`src/rtl/fetch_unit.sv`:
```
// Instruction fetch stage: owns the PC, issues single-outstanding word fetches to
// instruction memory, buffers responses in a small prefetch queue and hands them to
// decode. Redirects flush the queue and discard any in-flight response.
module fetch_unit #(
  parameter logic [31:0] RESET_PC = 32'h0000_0000,
  parameter int unsigned DEPTH    = 2
) (
  input  logic        clk,
  input  logic        rst_n,
  output logic        imem_req,
  output logic [31:0] imem_addr,
  input  logic        imem_ready,
  input  logic        imem_rvalid,
  input  logic [31:0] imem_rdata,
  input  logic        redirect_valid,
  input  logic [31:0] redirect_pc,
  output logic        instr_valid,
  output logic [31:0] instr,
  output logic [31:0] instr_pc,
  input  logic        id_ready
);

  localparam int unsigned PtrW = $clog2(DEPTH);
  localparam int unsigned CntW = $clog2(DEPTH) + 1;
  localparam logic [CntW-1:0] DepthCnt = CntW'(DEPTH);
  localparam logic [31:0] ResetPcAligned = {RESET_PC[31:2], 2'b00};

  // RUN: idle, WAIT: response will be kept, DROP: response will be discarded
  typedef enum logic [1:0] {StRun, StWait, StDrop} state_e;

  state_e             state_q, state_d;
  logic [31:0]        fetch_pc_q, fetch_pc_d;
  logic [31:0]        req_pc_q, req_pc_d;
  logic [CntW-1:0]    count_q, count_d;
  logic [PtrW-1:0]    rd_ptr_q, rd_ptr_d;
  logic [PtrW-1:0]    wr_ptr_q, wr_ptr_d;
  logic [31:0]        q_pc_q [DEPTH];
  logic [31:0]        q_pc_d [DEPTH];
  logic [31:0]        q_instr_q [DEPTH];
  logic [31:0]        q_instr_d [DEPTH];

  logic accept, push, pop;
  logic unused_redirect_lsbs;

  assign unused_redirect_lsbs = ^redirect_pc[1:0];

  // Memory-side request and decode-side head outputs
  always_comb begin
    imem_req    = (state_q == StRun) && (count_q < DepthCnt) && !redirect_valid;
    imem_addr   = fetch_pc_q;
    instr_valid = (count_q != '0);
    instr       = instr_valid ? q_instr_q[rd_ptr_q] : 32'h0000_0000;
    instr_pc    = instr_valid ? q_pc_q[rd_ptr_q] : 32'h0000_0000;
    accept      = imem_req && imem_ready;
    // Redirect voids both the pending push and any simultaneous pop
    push        = (state_q == StWait) && imem_rvalid && !redirect_valid;
    pop         = instr_valid && id_ready && !redirect_valid;
  end

  // Fetch state machine next state
  always_comb begin
    state_d = state_q;
    unique case (state_q)
      StRun:  if (accept) state_d = StWait;
      StWait: begin
        if (redirect_valid) state_d = imem_rvalid ? StRun : StDrop;
        else if (imem_rvalid) state_d = StRun;
      end
      StDrop: if (imem_rvalid) state_d = StRun;
      default: state_d = StRun;
    endcase
  end

  // PC, queue pointers, occupancy and queue storage next state
  always_comb begin
    fetch_pc_d = fetch_pc_q;
    req_pc_d   = req_pc_q;
    count_d    = count_q;
    rd_ptr_d   = rd_ptr_q;
    wr_ptr_d   = wr_ptr_q;
    q_pc_d     = q_pc_q;
    q_instr_d  = q_instr_q;

    if (accept) begin
      req_pc_d   = fetch_pc_q;
      fetch_pc_d = fetch_pc_q + 32'd4;
    end

    if (redirect_valid) begin
      fetch_pc_d = {redirect_pc[31:2], 2'b00};
      count_d    = '0;
      rd_ptr_d   = '0;
      wr_ptr_d   = '0;
    end else begin
      if (push) begin
        q_pc_d[wr_ptr_q]    = req_pc_q;
        q_instr_d[wr_ptr_q] = imem_rdata;
        wr_ptr_d            = wr_ptr_q + 1'b1;
      end
      if (pop) rd_ptr_d = rd_ptr_q + 1'b1;
      if (push && !pop) count_d = count_q + 1'b1;
      else if (!push && pop) count_d = count_q - 1'b1;
    end
  end

  // State registers with asynchronous active-low reset
  always_ff @(posedge clk or negedge rst_n) begin
    if (!rst_n) begin
      state_q    <= StRun;
      fetch_pc_q <= ResetPcAligned;
      req_pc_q   <= '0;
      count_q    <= '0;
      rd_ptr_q   <= '0;
      wr_ptr_q   <= '0;
      q_pc_q     <= '{default: '0};
      q_instr_q  <= '{default: '0};
    end else begin
      state_q    <= state_d;
      fetch_pc_q <= fetch_pc_d;
      req_pc_q   <= req_pc_d;
      count_q    <= count_d;
      rd_ptr_q   <= rd_ptr_d;
      wr_ptr_q   <= wr_ptr_d;
      q_pc_q     <= q_pc_d;
      q_instr_q  <= q_instr_d;
    end
  end

endmodule
```
`config.mk`:
```
export PLATFORM = sky130hd
export DESIGN_NAME = fetch_unit
export DESIGN_NICKNAME = d
export VERILOG_FILES = /design/src/rtl/fetch_unit.sv
export SDC_FILE = /design/constraint.sdc
export NUM_CORES = 1
export LEC_CHECK = 0
export CORE_MARGIN = 2
export CORE_UTILIZATION = 52
export DETAILED_ROUTE_END_ITERATION = 10
export GPL_TIMING_DRIVEN = 0
export PLACE_DENSITY = 0.9
export SLEW_MARGIN = 20
export SYNTH_ARGS = -nofsm -noshare
export SYNTH_HDL_FRONTEND = slang
export SYNTH_SLANG_ARGS = --single-unit
```
`constraint.sdc`:
```
create_clock -name clk -period 3.03 [get_ports clk]
set_input_delay 0.606 -clock clk [delete_from_list [all_inputs] [get_ports clk]]
set_output_delay 0.606 -clock clk [all_outputs]
set_load 0.005 [all_outputs]
```
==> impl_metrics.tcl, run 1 <==
set metrics [dict create \
    setup_viol_count_final 0 \
    rsz0062_at_grt "false" \
    power.total_mw 7.33 \
    track_usage 0.254 \
    worst_slew_pin_slew_ns 0.891 \
    clock_path_buffers 2 \
    status "complete, no violations" \
    fp.dieW_um 134 \
    grt_max_degree 82 \
    clk_latency_ns 0.43 \
    firstDrtPassIters 5 \
    cts_buffers 17 \
    synth-seq-cells 190 \
    drv_cap 0 \
    wl_per_cell_um 19.0 \
    dieArea_um2 17900 \
    syn_avg_cell_area_um2 12.1 \
    synthCells 725 \
    drc 0 \
    initial_core_util 0.530 \
    crit_top_cell "clkdlybuf4s50_1" \
    start_kind "input port" \
    htreeDepth 4 \
    cts_tree "yes" \
    arrival_ns 2.32 \
    crit_slowest_cell "clkdlybuf4s50_1" \
    antenna_found_initial 0 \
    ys_types 44 \
    register_area_um2 4750 \
    cts_root_buffer "clkbuf_16" \
    p_leak_nw 4.74 \
    cpLargestDelayFamily "buffers and inverters" \
    chipHeight_um 134 \
    clkSinkCount 190 \
    io_buffers 161 \
    relSlewSlack 0.401 \
    drt_iter0_markers 490 \
    grt.overflow.total 0 \
    synth-async-reset-ratio 1.00 \
    fin_crit_sh 0.967 \
    hold_slack_ns 0.0802 \
    gp_congestion 0.879 \
    final.setup.worst_slack_ns 0.101 \
    slowest_delay_ns 0.59 \
    path_buf_inv 2 \
    routed_wl_mm 21.7 \
    path_class "input port to output pin" \
    syn2layout_area_growth_pct 30.2 \
    ir_drop_uv 465 \
    boundaryPins 168 \
    stdcell_area_um2 11400 \
    grt_pass1_wl_mm 35.2 \
    grt_pass1_vias 6628 \
    power_density_nw_per_um2 644 \
    final_nets 980 \
    holdCritPathClass "input port to asynchronous set/reset pin" \
    max_clock_freq_mhz 341 \
    postCtsHoldBufs 0 \
    vias_per_cell 5.72 \
    cp-end-kind "output pin" \
    place_ws_ns -0.299 \
    crit_fanout 6 \
    yosys_warnings 0 \
    ant_nets 0 \
    fin_util 0.690 \
    core-area_um2 16500 \
    layout-drive-gt1-share 0.220 \
    crit_chain "clkdlybuf4s50_1, nor4_4, clkdlybuf4s50_1" \
    via_count 6534 \
    multiInputGateArea_um2 3800 \
    cts_setup_buffers 0 \
    min_period_ns 2.93 \
    dpl_cell_area_um2 10700 \
    n_antenna_cell 0 \
    hold_viol_final 0 \
    synth_edf_count 0 \
    syn-cell-area_um2 8750 \
    yosysSeqAreaShare 0.543 \
    post_cts_resized 9 \
    dp_hpwl_mm 15.0 \
    drv_slew 0 \
    clock_skew_ns 0.00838 \
    row_count 47 \
    synth_ff_type "dfrtp_1" \
    cp.required_ns 2.42 \
    path_clk_slew_ns 0.06 \
    num-fill-cells 1205 \
]
synthesized netlist by cell type (5+ instances only):
master      n  area, um2
nand4_1     8       50.1
o21ai_0    18       90.1
mux2i_1    62        621
or4_1      11       82.6
nand2_1    37        139
nor3_1      5       25.0
o211ai_1    5       37.5
mux2_2    149       1680
a221o_1     7       70.1
nand3_1    17       85.1
clkbuf_1   36        135
nor4_1     12       75.1
buf_1       6       22.5
inv_1       7       26.3
dfrtp_1   190       4750
or3_1       6       37.5
nor2_1     78        293
a31oi_1    10       62.6
xnor2_1     5       43.8
and3_1      5       31.3
state kept, by name, indices dropped and copies added (netlist names):
signal and cells:
rd_ptr_q 1, q_instr_q 64, wr_ptr_q 1, count_q 2, imem_addr 30, q_pc_q 60
state_q 2, req_pc_q 30
where the power goes:
part,internal (mW),switching [mW]
Sequential,3.13,0.403
Clock,1.48,0.972
Combinational,0.825,0.524
Total,5.44,1.90
worst reg2reg max path, stage by stage (launching register included):
cell	delay [ns]
dfrtp_1	0.46
nand3b_1	0.35
nor3_2	0.61
clkbuf_1	0.61
mux2_2	0.42
final timing paths:
| check | end | cells after the start | startpoint | slack (ns) |
|---|---|---|---|---|
| max in group asynchronous | req_pc_q[27] | 3 | rst_n | 1.90 |
| min reg2reg | q_pc_q[16] | 1 | q_pc_q[16] | 0.50 |
| min in group clk | q_pc_q[16] | 1 | q_pc_q[16] | 0.50 |
| max reg2reg | q_pc_q[61] | 4 | state_q[1] | 0.46 |
| min | q_instr_q[61] | 1 | rst_n | 0.08 |
| max | imem_req | 3 | redirect_valid | 0.10 |
cells in the final DEF, fill, tap and decap left out, drive strengths merged, types with 4 or more instances in the layout:
master	Yosys	routed
dfrtp	190	190
or4	11	11
and3	5	5
nor4	12	12
and4	4	4
bufinv	0	4
and2	4	4
a31oi	10	10
nand2	37	37
nor3	5	5
nand4	8	8
clkdlybuf4s50	0	160
o31ai	4	4
mux2i	62	62
inv	7	10
nand2b	4	4
o31a	4	4
clkbuf	37	56
a221o	7	7
o211ai	5	5
nand3	17	17
conb	1	4
nor2	78	78
or3	6	6
mux2	149	149
xnor2	5	5
o21ai	18	18
buf	11	15
per-layer routing:
| layer | vias up | wire [um] | GRT usage |
|---|---|---|---|
| met4 | 0 | 276 | 0.0810 |
| li1 | 2976 | - | - |
| met5 | - | 0 | 0 |
| met3 | 27 | 1310 | 0.0476 |
| met2 | 269 | 11000 | 0.421 |
| met1 | 3262 | 9040 | 0.339 |
stage by stage:
stage,std cells,TNS [ns]
after CTS,1142,0
after floorplan,728,0
after global routing,1142,0
final,1142,0
after detailed placement,1111,-10.82
after global placement,1109,-1217.89
cell type report:
type                    instances  share of cell area
plain buffers                  47              0.0182
clock buffers                  21              0.0422
clock inverters                11              0.0153
inverters                       7             0.00231
multi-input cells             483               0.334
flip-flops and latches        190               0.417
well taps                     220              0.0242
repair buffers                163               0.147
logic make-up (layout without fill, tap and decap cells):
kind of cell / Yosys count / in the layout / share of synthesized area
muxes: 211 / 211 / 0.263
and+or+nand+nor: 201 / 201 / 0.112
DFF: 190 / 190 / 0.543
AOI/OAI and AO/OA: 59 / 59 / 0.0469
buffers and inverters: 55 / 249 / 0.0263
xor gates and xnor gates: 7 / 7 / 0.00701
adders and majority gates: 1 / 1 / 0.00143
other: 1 / 4 / 0.000429
(Power assumes the default switching activity.)
==> inputs of run 2 (changes only) <==
--- a/config.mk
+++ b/config.mk
@@ -8,7 +8,6 @@
 export CORE_MARGIN = 2
 export CORE_UTILIZATION = 52
 export DETAILED_ROUTE_END_ITERATION = 10
-export GPL_TIMING_DRIVEN = 0
 export PLACE_DENSITY = 0.9
 export SLEW_MARGIN = 20
 export SYNTH_ARGS = -nofsm -noshare
==> run 2 against run 1 <==
Utilization decreased by 0.17 points. Clock power decreased by 9.8%. Maximum frequency increased by 6.2%. Worst setup slack improved by 0.17 ns. Sequential power about the same. Combinational power about the same. Register-to-register slack improved by 0.12 ns. First-iteration DRC count decreased by 14%. Sequential share of layout area increased by 0.13 points. Via count decreased by 1.4%. Critical path depth increased by 1. Design area decreased by 0.24%. Highest routed layer unchanged.
==> impl_metrics.tcl, run 2 (synthesized netlist as in run 1, its figures left out) <==
set metrics [dict create \
    largest_reg_flops 64 \
    start_kind "flip-flop" \
    postCtsHoldBufs 0 \
    path_class "flip-flop to output pin" \
    crit_slowest_cell "dfrtp_4" \
    cpLargestDelayFamily "buffers and inverters" \
    ant_nets 0 \
    track_usage 0.234 \
    clkSinkCount 190 \
    layout-drive-gt1-share 0.239 \
    startpoint "rd_ptr_q" \
    wl_per_cell_um 18.1 \
    num-fill-cells 1189 \
    final_cell_mix "dfrtp_1 (189), clkdlybuf4s50_1 (160), mux2_2 (149), nor2_1 (77), mux2i_1 (62)" \
    grt_max_degree 63 \
    via_count 6440 \
    power_density_nw_per_um2 623 \
    vias_per_cell 5.76 \
    layout_commonest_cell "dfrtp_1" \
    antenna_found_initial 0 \
    cts_tree "yes" \
    core-area_um2 16500 \
    path_clk_slew_ns 0.07 \
    worst_slew_pin_slew_ns 0.502 \
    fin_crit_sh 0.911 \
    regMostFlops "q_instr_q" \
    max_clock_freq_mhz 362 \
    crit_chain "buf_4, mux2i_1, nor2_1, clkdlybuf4s50_1" \
    top_regs "q_instr_q x64, q_pc_q x60" \
    routed_wl_mm 20.3 \
    clock_skew_ns 0.00773 \
    stdcell_area_um2 11400 \
    drt_iter0_markers 423 \
    clock_path_buffers 2 \
    grt.overflow.total 0 \
    p_leak_nw 4.77 \
    drv_slew 0 \
    grt_pass1_vias 6463 \
    io_buffers 161 \
    rsz0062_at_grt "false" \
    cts_root_buffer "clkbuf_16" \
    setup_viol_count_final 0 \
    cp.required_ns 2.42 \
    dieArea_um2 17900 \
    grt_pass1_wl_mm 33.2 \
    fin_util 0.688 \
    row_count 47 \
    firstDrtPassIters 5 \
    crit_fanout 19 \
    drv_cap 0 \
    ir_drop_uv 453 \
    register_area_um2 4760 \
    gp_congestion 0.834 \
    drc 0 \
    min_period_ns 2.76 \
    arrival_ns 2.15 \
    clk_latency_ns 0.43 \
    timing.rr.start "count_q[1]" \
    final_nets 957 \
    tns_ns 0 \
    n_antenna_cell 0 \
    multiInputGateArea_um2 3800 \
    slowest_delay_ns 0.70 \
    htreeDepth 4 \
    path_buf_inv 2 \
    dpl_cell_area_um2 10800 \
    boundaryPins 168 \
    hold_viol_final 0 \
    final.setup.worst_slack_ns 0.271 \
    place_ws_ns 0.0651 \
    cp-end-kind "output pin" \
    fp.dieW_um 134 \
    chipHeight_um 134 \
    power.total_mw 7.08 \
    cts_buffers 17 \
    relSlewSlack 0.665 \
    dp_hpwl_mm 13.7 \
    holdCritPathClass "input port to asynchronous set/reset pin" \
    syn2layout_area_growth_pct 29.9 \
    initial_core_util 0.530 \
    status "complete, no violations" \
]
## run 2: worst register-to-register path, cell delays in order, from the launching register on
cell and delay, ns:
dfrtp_1 0.49, or4b_4 0.52, or4_1 0.73, or3_1 0.43
a31oi_1 0.19
## run 2: layout make-up
class	instances	area share
repair buffers	187	0.169
multi-input cells	483	0.334
clock inverters	10	0.00969
well taps	220	0.0242
inverters	7	0.00231
clock buffers	22	0.0417
flip-flops and latches	190	0.419
## run 2: worst paths after layout
| kind | endpoint | slack, ns | depth (start not counted) |
|---|---|---|---|
| worst max-delay path | instr_pc[24] | 0.27 | 4 |
| worst min-delay path | q_instr_q[28] | 0.16 | 1 |
| worst max register to register | imem_addr[20] | 0.58 | 4 |
| worst min register to register | q_pc_q[16] | 0.50 | 1 |
| max in group asynchronous | q_instr_q[7] | 2.05 | 2 |
| min in group clk | q_pc_q[16] | 0.50 | 1 |
## run 2: timing repair
action | 4_1_cts | 5_1_grt
resized for setup | 0 | 0
endpoints found under the setup margin | 0 | 8
setup buffers | 0 | 1
## run 2: routing by layer
| layer | global-route usage | up-vias | routed length [um] | share of wire |
|---|---|---|---|---|
| met2 | 0.382 | 266 | 9840 | 0.49 |
| met1 | 0.311 | 3208 | 8780 | 0.43 |
| met4 | 0.0839 | 0 | 424 | 0.021 |
| met3 | 0.0491 | 34 | 1230 | 0.060 |
| li1 | - | 2932 | - | - |
| met5 | 0 | - | 0 | 0 |
## run 2: report_power, final
| part | internal (mW) | switching [mW] | total, mW |
|---|---|---|---|
| sequential | 3.13 | 0.392 | 3.53 |
| clock | 1.28 | 0.932 | 2.21 |
| combinational | 0.834 | 0.506 | 1.34 |
## run 2: through the flow
step | hold WS (ns) | std cells
finish | 0.157 | 1119
global route | 0.188 | 1119
CTS | 0.172 | 1118
detailed placement | 0.494 | 1086
global placement | 0.484 | 1086
floorplan | 0.310 | 728
==> inputs of run 3 (changes only) <==
==> constraint.sdc (replaced) <==
create_clock -name clk -period 3.03 [get_ports clk]
set_input_delay 0.303 -clock clk [delete_from_list [all_inputs] [get_ports clk]]
set_output_delay 0.303 -clock clk [all_outputs]
set_load 0.005 [all_outputs]
==> run 3 against run 2 <==
Die area unchanged. Global-route usage increased by 0.85 points. Utilization decreased by 0.083 points. Clock-buffer cell count unchanged. Power increased by 2.2%. Routed wire length increased by 3.1%. Design area decreased by 0.12%. Hold slack improved by 0.27 ns. Sequential power about the same. Largest power group unchanged. Highest routed layer unchanged.
==> impl_metrics.tcl, run 3 (synthesized netlist as in run 1, its figures left out) <==
set metrics [dict create \
    htreeDepth 4 \
    crit_fanout 22 \
    postCtsHoldBufs 1 \
    final_cell_mix "dfrtp_1 (189), clkdlybuf4s50_1 (160), mux2_2 (149), nor2_1 (77), mux2i_1 (62)" \
    n_antenna_cell 0 \
    r2r_setup_slack_ns 0.50 \
    clkSinkCount 190 \
    rr_worst_depth 4 \
    cp-end-kind "output pin" \
    routed_wl_mm 20.9 \
    grt_pass1_wl_mm 34.1 \
    row_count 47 \
    post_cts_resized 0 \
    via_count 6425 \
    top_regs "q_instr_q x64, q_pc_q x60" \
    tns_ns 0 \
    cts_tree "yes" \
    drv_cap 0 \
    wl_per_cell_um 18.8 \
    startpoint "count_q[1]" \
    place_ws_ns 0.352 \
    cts_root_buffer "clkbuf_16" \
    io_buffers 161 \
    drc 0 \
    grt_pass1_vias 6440 \
    ir_drop_uv 456 \
    syn2layout_area_growth_pct 29.7 \
    path_clk_slew_ns 0.07 \
    grt_max_degree 94 \
    gp_congestion 0.849 \
    timing.rr.start "count_q[1]" \
    clk_latency_ns 0.43 \
    chipHeight_um 134 \
    power_density_nw_per_um2 637 \
    setup_viol_count_final 0 \
    clock_skew_ns 0.00985 \
    firstDrtPassIters 5 \
    dieArea_um2 17900 \
    p_leak_nw 4.75 \
    cts_setup_buffers 0 \
    path_class "flip-flop to output pin" \
    drv_slew 0 \
    ant_nets 0 \
    worst_slew_pin_slew_ns 0.762 \
    fin_util 0.687 \
    holdCritPathClass "input port to flip-flop" \
    power.total_mw 7.24 \
    final_nets 950 \
    r2r-end "imem_addr[20]" \
    hold_slack_ns 0.429 \
    max_clock_freq_mhz 389 \
    status "complete, no violations" \
    start_kind "flip-flop" \
    track_usage 0.243 \
    grt.overflow.total 0 \
    cp-endpoint "instr_pc[23]" \
    regMostFlops "q_instr_q" \
    layout-drive-gt1-share 0.233 \
    layout_commonest_cell "dfrtp_1" \
    fin_crit_sh 0.849 \
    initial_core_util 0.530 \
    largest_reg_flops 64 \
    cts_buffers 17 \
    fp.dieW_um 134 \
    vias_per_cell 5.78 \
    core-area_um2 16500 \
    dp_hpwl_mm 13.9 \
    relSlewSlack 0.492 \
    rsz0062_at_grt "false" \
    final.setup.worst_slack_ns 0.457 \
    hold_viol_final 0 \
    min_period_ns 2.57 \
    boundaryPins 168 \
    cp.required_ns 2.73 \
    arrival_ns 2.27 \
    num-fill-cells 1192 \
    antenna_found_initial 0 \
    clock_path_buffers 2 \
    drt_iter0_markers 473 \
]
## run 3: worst max-delay path: stages (launching register included)
cell             delay, ns
dfrtp_1               0.50
nor2_4                0.53
buf_12                0.25
nor2_1                0.09
clkdlybuf4s50_1       0.46
## run 3: report_power, final
group	leakage, nW	internal, mW	switching [mW]	total [mW]
Sequential	2.40	3.13	0.398	3.53
Clock	0.309	1.40	0.960	2.36
Combinational	2.04	0.828	0.516	1.34
## run 3: through the flow
stage | cell area [um2] | instances
final | 11400 | 1112
after global routing | 11400 | 1112
after CTS | 11400 | 1112
after detailed placement | 10700 | 1079
after global placement | 10700 | 1079
after floorplan | 8760 | 728
## run 3: final cells by class
type                    instances  area, um2  share of cell area
well taps                     220        275              0.0242
multi-input cells             483       3800               0.335
inverters                       7       26.3             0.00231
clock buffers                  22        484              0.0426
flip-flops and latches        190       4760               0.419
repair buffers                180       1860               0.164
clock inverters                10        149              0.0131
## run 3: worst min path at each step
stage	slack [ns]	endpoint	startpoint	cells after the start
floorplan	0.007	count_q[0]	rst_n	0
global placement	0.42	q_instr_q[61]	rst_n	1
detailed placement	0.42	q_instr_q[60]	rst_n	1
CTS	0.42	imem_addr[9]	redirect_pc[9]	3
global route	0.46	imem_addr[12]	redirect_pc[12]	3
finish	0.43	imem_addr[9]	redirect_pc[9]	3
## run 3: routing by layer
layer,track usage,up-vias,wire length [um],share of wire
met4,0.0993,0,483,0.023
met5,0,-,0,0
met3,0.0400,40,1260,0.060
met1,0.342,3196,9100,0.44
li1,-,2919,-,-
met2,0.377,270,10000,0.48
